==> config.mk <==
export PLATFORM = sky130hd
export DESIGN_NAME = serial_pad_reader_flat
export DESIGN_NICKNAME = d
export VERILOG_FILES = /design/src/rtl/pad_reader_pkg.sv /design/src/rtl/serial_pad_reader_if.sv /design/src/rtl/pad_poll_tick.sv /design/src/rtl/serial_pad_reader.sv /design/src/flat_wrapper.sv
export SDC_FILE = /design/constraint.sdc
export NUM_CORES = 1
export LEC_CHECK = 0
export BUFFER_PORTS_ARGS = -buffer_cell sky130_fd_sc_hd__buf_2
export CAP_MARGIN = 0
export CORE_MARGIN = 1
export CORE_UTILIZATION = 50
export CTS_CLUSTER_SIZE = 40
export DETAILED_ROUTE_END_ITERATION = 10
export PLACE_DENSITY = 0.81
export SYNTH_ARGS = -nofsm -noshare
export SYNTH_HDL_FRONTEND = slang
export SYNTH_SLANG_ARGS = --single-unit
==> constraint.sdc <==
create_clock -name clock -period 8.7 [get_ports clock]
set_input_delay 1.305 -clock clock [delete_from_list [all_inputs] [get_ports clock]]
set_output_delay 1.305 -clock clock [all_outputs]
set_load 0.02 [all_outputs]
==> src/rtl/pad_reader_pkg.sv <==
// Shared types and helpers for the serial game-pad reader.
package pad_reader_pkg;

  typedef enum logic [2:0] {
    IDLE,
    LATCH,
    SAMPLE,
    CLK_LO,
    CLK_HI,
    DONE
  } pad_state_t;

  // Cycles from entering LATCH to leaving DONE.
  function automatic int unsigned frame_cycles(input int unsigned pulse, input int unsigned bits);
    return pulse + bits + 2 * pulse * (bits - 1) + 1;
  endfunction

endpackage

==> src/rtl/serial_pad_reader_if.sv <==
// Controller pins plus decoded button state of the serial pad reader.
interface serial_pad_reader_if #(
  parameter int unsigned NUM_PADS = 2,
  parameter int unsigned BITS     = 8
);
  logic                     enable;
  logic [NUM_PADS-1:0]      pad_data;
  logic                     pad_latch;
  logic                     pad_clk;
  logic [NUM_PADS*BITS-1:0] buttons;
  logic [NUM_PADS*BITS-1:0] pressed;
  logic [NUM_PADS*BITS-1:0] released;
  logic                     frame_ok;
  logic                     busy;

  modport master (
    input  enable, pad_data,
    output pad_latch, pad_clk, buttons, pressed, released, frame_ok, busy
  );

  modport slave (
    output enable, pad_data,
    input  pad_latch, pad_clk, buttons, pressed, released, frame_ok, busy
  );
endinterface

==> src/rtl/pad_poll_tick.sv <==
// Single-cycle frame-start strobe, high whenever the free-running counter is 0.
module pad_poll_tick #(
  parameter int unsigned CLK_HZ  = 50_000_000,
  parameter int unsigned POLL_HZ = 750
) (
  input  logic clock,
  input  logic reset,
  output logic tick
);
  localparam int unsigned DIV = CLK_HZ / POLL_HZ;
  localparam int unsigned CW  = (DIV > 1) ? $clog2(DIV) : 1;

  logic [CW-1:0] count;

  always_ff @(posedge clock or posedge reset) begin
    if (reset)
      count <= '0;
    else if (count == CW'(DIV - 1))
      count <= '0;
    else
      count <= count + CW'(1);
  end

  assign tick = (count == '0);
endmodule

==> src/rtl/serial_pad_reader.sv <==
// Polls NUM_PADS serial controllers over a shared latch/clock and publishes
// held, pressed and released masks once per frame.
module serial_pad_reader
  import pad_reader_pkg::*;
#(
  parameter int unsigned CLK_HZ       = 50_000_000,
  parameter int unsigned POLL_HZ      = 750,
  parameter int unsigned PULSE_CYCLES = 300,
  parameter int unsigned NUM_PADS     = 2,
  parameter int unsigned BITS         = 8
) (
  input logic                 clock,
  input logic                 reset,
  serial_pad_reader_if.master bus
);
  localparam int unsigned PW = $clog2(PULSE_CYCLES);
  localparam int unsigned IW = $clog2(BITS);
  localparam int unsigned W  = NUM_PADS * BITS;

  if (PULSE_CYCLES < 4) begin : g_chk_pulse
    $error("PULSE_CYCLES must be at least 4");
  end
  if (NUM_PADS < 1 || BITS < 2 || BITS > 32) begin : g_chk_shape
    $error("NUM_PADS must be >=1 and BITS within 2..32");
  end
  if (frame_cycles(PULSE_CYCLES, BITS) >= CLK_HZ / POLL_HZ) begin : g_chk_frame
    $error("frame does not fit between poll ticks");
  end

  logic                     tick;
  pad_state_t               state, state_nxt;
  logic [PW-1:0]            phase;
  logic [IW-1:0]            bit_idx;
  logic                     phase_end, last_bit;
  logic [NUM_PADS-1:0]      sync_a, sync_q;
  logic [BITS-1:0][NUM_PADS-1:0] shift_q;
  logic [W-1:0]             frame_bits;
  logic                     latch_q, clk_q, busy_q, frame_ok_q;
  logic [W-1:0]             buttons_q, pressed_q, released_q;

  pad_poll_tick #(.CLK_HZ(CLK_HZ), .POLL_HZ(POLL_HZ)) u_tick (
    .clock (clock),
    .reset (reset),
    .tick  (tick)
  );

  always_ff @(posedge clock or posedge reset) begin
    if (reset) begin
      sync_a <= '1;
      sync_q <= '1;
    end else begin
      sync_a <= bus.pad_data;
      sync_q <= sync_a;
    end
  end

  assign phase_end = (phase == PW'(PULSE_CYCLES - 1));
  assign last_bit  = (bit_idx == IW'(BITS - 1));

  always_ff @(posedge clock or posedge reset) begin
    if (reset) state <= IDLE;
    else       state <= state_nxt;
  end

  always_comb begin
    state_nxt = state;
    unique case (state)
      IDLE:    if (tick && bus.enable) state_nxt = LATCH;
      LATCH:   if (phase_end) state_nxt = SAMPLE;
      SAMPLE:  state_nxt = last_bit ? DONE : CLK_LO;
      CLK_LO:  if (phase_end) state_nxt = CLK_HI;
      CLK_HI:  if (phase_end) state_nxt = SAMPLE;
      DONE:    state_nxt = IDLE;
      default: state_nxt = IDLE;
    endcase
  end

  // Shift register is stored bit-major so a sample writes all pads at once;
  // this transpose restores the pad-major output layout.
  for (genvar p = 0; p < NUM_PADS; p++) begin : g_pad
    for (genvar i = 0; i < BITS; i++) begin : g_bit
      assign frame_bits[p*BITS + i] = shift_q[i][p];
    end
  end

  always_ff @(posedge clock or posedge reset) begin
    if (reset) begin
      phase      <= '0;
      bit_idx    <= '0;
      shift_q    <= '0;
      latch_q    <= 1'b0;
      clk_q      <= 1'b1;
      busy_q     <= 1'b0;
      frame_ok_q <= 1'b0;
      buttons_q  <= '0;
      pressed_q  <= '0;
      released_q <= '0;
    end else begin
      phase      <= (state_nxt != state) ? '0 : phase + PW'(1);
      latch_q    <= (state_nxt == LATCH);
      clk_q      <= (state_nxt != CLK_LO);
      busy_q     <= (state_nxt != IDLE);
      frame_ok_q <= (state == DONE);
      pressed_q  <= '0;
      released_q <= '0;
      if (state == SAMPLE) begin
        shift_q[bit_idx] <= ~sync_q;
        if (!last_bit) bit_idx <= bit_idx + IW'(1);
      end
      if (state == DONE) begin
        buttons_q  <= frame_bits;
        pressed_q  <= frame_bits & ~buttons_q;
        released_q <= ~frame_bits & buttons_q;
        bit_idx    <= '0;
      end
    end
  end

  assign bus.pad_latch = latch_q;
  assign bus.pad_clk   = clk_q;
  assign bus.busy      = busy_q;
  assign bus.frame_ok  = frame_ok_q;
  assign bus.buttons   = buttons_q;
  assign bus.pressed   = pressed_q;
  assign bus.released  = released_q;
endmodule
==> src/flat_wrapper.sv <==
// flat-port wrapper written by rule: the top's interface ports become plain ports
module serial_pad_reader_flat import pad_reader_pkg::*;
#(
  parameter int unsigned CLK_HZ       = 50_000_000,
  parameter int unsigned POLL_HZ      = 750,
  parameter int unsigned PULSE_CYCLES = 300,
  parameter int unsigned NUM_PADS     = 2,
  parameter int unsigned BITS         = 8
)
  (clock, reset, bus_enable, bus_pad_data, bus_pad_latch, bus_pad_clk, bus_buttons, bus_pressed, bus_released, bus_frame_ok, bus_busy);
  serial_pad_reader_if #(.NUM_PADS(NUM_PADS), .BITS(BITS)) bus_i ();
  input logic clock;
  input logic reset;
  input wire logic [$bits(bus_i.enable)-1:0] bus_enable;
  input wire logic [$bits(bus_i.pad_data)-1:0] bus_pad_data;
  output wire logic [$bits(bus_i.pad_latch)-1:0] bus_pad_latch;
  output wire logic [$bits(bus_i.pad_clk)-1:0] bus_pad_clk;
  output wire logic [$bits(bus_i.buttons)-1:0] bus_buttons;
  output wire logic [$bits(bus_i.pressed)-1:0] bus_pressed;
  output wire logic [$bits(bus_i.released)-1:0] bus_released;
  output wire logic [$bits(bus_i.frame_ok)-1:0] bus_frame_ok;
  output wire logic [$bits(bus_i.busy)-1:0] bus_busy;
  assign bus_i.enable = bus_enable;
  assign bus_i.pad_data = bus_pad_data;
  assign bus_pad_latch = bus_i.pad_latch;
  assign bus_pad_clk = bus_i.pad_clk;
  assign bus_buttons = bus_i.buttons;
  assign bus_pressed = bus_i.pressed;
  assign bus_released = bus_i.released;
  assign bus_frame_ok = bus_i.frame_ok;
  assign bus_busy = bus_i.busy;
  serial_pad_reader #(.CLK_HZ(CLK_HZ), .POLL_HZ(POLL_HZ), .PULSE_CYCLES(PULSE_CYCLES), .NUM_PADS(NUM_PADS), .BITS(BITS)) u_core (.clock(clock), .reset(reset), .bus(bus_i));
endmodule
==> reports/results.ini <==
[status]
status=finished clean

[drt]
ant_nets=0
vias=2814
routed_via_density=5.21
drt-pass1-iter-count=4
wirelength_um=7050
drt-initial-drc-count=117
wire_per_inst_um=13.0
drc=0

[layout]
fin_util_pct=60.4
layout_common_cells=dfrtp_1, nand2_1, buf_2, nor3b_1, nor2_1
finalInstanceArea_um2=4760
stdcell_count=540
final_common_cell=dfrtp_1
antenna_cells=0
layout-drive-gt1-share_pct=19.6
area_growth_pct=13.9
nNetsFinal=445

[pwr]
share_clk_of_total_power_pct=37.6
pwr-share-seq_pct=61.1
power_mw=0.795
p_leak_nw=2.31
sw_frac_of_total_pct=21.7
ir_worst_vdd_uv=104
power-per-cell-area_nw_per_um2=167
p_switching_mw=0.172
pwr-share-comb_pct=1.3
intPower_mw=0.622

[die]
die_y_um=93.5
ios=57
core_um2=7890
row_count=32
die_area_um2=8730
die_w_um=93.5
start_util_pct=53.0

[timing]
tns_ns=0
fin_crit_ns=2.34
finalCritPeriodShare_pct=26.9
holdWs_ns=0.359
relSlewSlack_pct=59.2
final_hold_viol_count=0
finalWorstSetupSlack_ns=6.36
finClkSkew_ns=0.0103
rsz0062_at_grt=no
setup_viol=0
max_freq_mhz=428
worst_pin_slew_ns=0.612
finalMaxSlewViolations=0

[setup_path]
crit_family=flip-flops
cp.buffers_inverters=1
worstPathCellList=buf_2
r2r_slack_ns=6.72
worstPathRequired_ns=7.39
cp_max_fo=1
crit_slowest_cell=dfstp_2
worstSetupPathType=reg2out
end_kind=output pin
cp.arrival_ns=1.03
slowest_delay_ns=0.53
worstSetupStartpointType=flip-flop

[placed_design]
dp_slack_ns=6.08
gp_congestion=0.794
hpwl_um=4850
dp_cells=525
post_dp_cell_area_um2=4560
numPortBuffers=56

[yosys]
synth_nets=387
synthFlopType=dfrtp_1
syn_avg_cell_area_um2=11.1
async_flop_share_pct=100
synthTopCellsByArea=dfrtp_1, nand2_1, nor3b_1
syn_area_um2=4180
syn_inst=376
ys_seq_elements=104
synth_top_area_share_pct=59.2
seq_area_frac_synth_pct=62.4
yosysWarnings=0
synth_top_area_cell=dfrtp_1
synth_cell_types=42
synth_edf_count=0

[clocking]
h-tree-depth=3
clk_pin_slew_ns=0.09
clock_latency_ns=0.36
cts_inserted_buffers=9
cts_buffer_depth=2
cts.sinks=104
cts-root-buf=clkbuf_8
cts_setup_buffers=0
post_cts_resized=0
cts_tree=yes
hold_buffers=0

[grt]
antenna_found_initial=0
grt_overflow=0
grtUsageTotal_pct=18.0
grt_pass1_wl_um=12200
grt_pass1_vias=2645
grt_max_degree=54

[min_path]
min_path_type=reg2reg

[job]
drv_cap=0

## state kept, by name, summed over array words and instances, names as in the netlist, 2 cells and up
| signal | count |
|---|---|
| u_core.state | 3 |
| u_core.bit_idx | 3 |
| u_core.sync_q | 2 |
| u_core.sync_a | 2 |
| u_core.bus.pressed | 16 |
| u_core.bus.released | 16 |
| u_core.bus.buttons | 16 |
| u_core.phase | 9 |
| u_core.frame_bits | 16 |
| u_core.u_tick.count | 17 |
## cell families after synthesis
| logic type | after synthesis | share of synthesized area (%) |
|---|---|---|
| AOI/OAI and AO/OA | 29 | 4.67 |
| xor gates and xnor gates | 21 | 4.40 |
| adders and majority gates | 6 | 1.80 |
| buffers and inverters | 18 | 1.74 |
| DFF | 104 | 62.4 |
| muxes | 4 | 0.958 |
| and+or+nand+nor | 194 | 24.1 |
## area by class of cell
type	instances	area (µm²)
inverters	7	28.8
well taps	102	128
repair buffers	58	295
flip-flops and latches	104	2610
clock buffers	9	124
fillers	639	3130
clock inverters	6	76.3
multi-input cells	254	1500
## final timing paths
path / from / end / cells past startpoint
max: u_core.bus.pad_clk / bus_pad_clk / 1
min: u_core.sync_a[0] / u_core.sync_q[0] / 0
max reg2reg: u_core.state[1] / u_core.bus.released[15] / 4
min reg2reg: u_core.sync_a[0] / u_core.sync_q[0] / 0
max in group asynchronous: reset / u_core.bus.buttons[5] / 3
min in group asynchronous: reset / u_core.phase[3] / 2
## synth_stat cells, types with 2 or more instances
master,count
a211oi_1,2
a21oi_1,4
a221oi_1,2
and3_1,5
and4_1,3
buf_1,3
buf_2,4
clkbuf_1,4
dfrtp_1,99
dfstp_2,5
ha_1,6
inv_1,7
mux2i_1,4
nand2_1,74
nand2b_1,4
nand3_1,15
nand4_1,6
nor2_1,27
nor2b_1,8
nor3_1,9
nor3b_1,28
nor4b_1,2
o21ai_0,15
or3_1,3
xnor2_1,16
xor2_1,5
## power groups by stage
stage	clock network (mW)	registers [mW]	logic (mW)
after global placement	0	0.495	0.0109
after CTS	0.310	0.486	0.0111
final	0.299	0.486	0.0102
after floorplan	0	0.495	0.00727
after detailed placement	0	0.495	0.0111
after global routing	0.329	0.486	0.0126
## worst register-to-register path: cells and delay by family, from the launching register on
family	cells	cell delay (ns)
buf+inv	2	0.82
flops	1	0.59
simple gates	2	0.47
## layer usage
metal / part of all wire [%] / global-route usage [%]
met4: 0.81 / 5.26
met5: 0 / 0
met2: 49 / 30.7
met3: 4.5 / 4.15
met1: 45 / 23.1
Note: power is estimated with default switching activity, not from simulation.
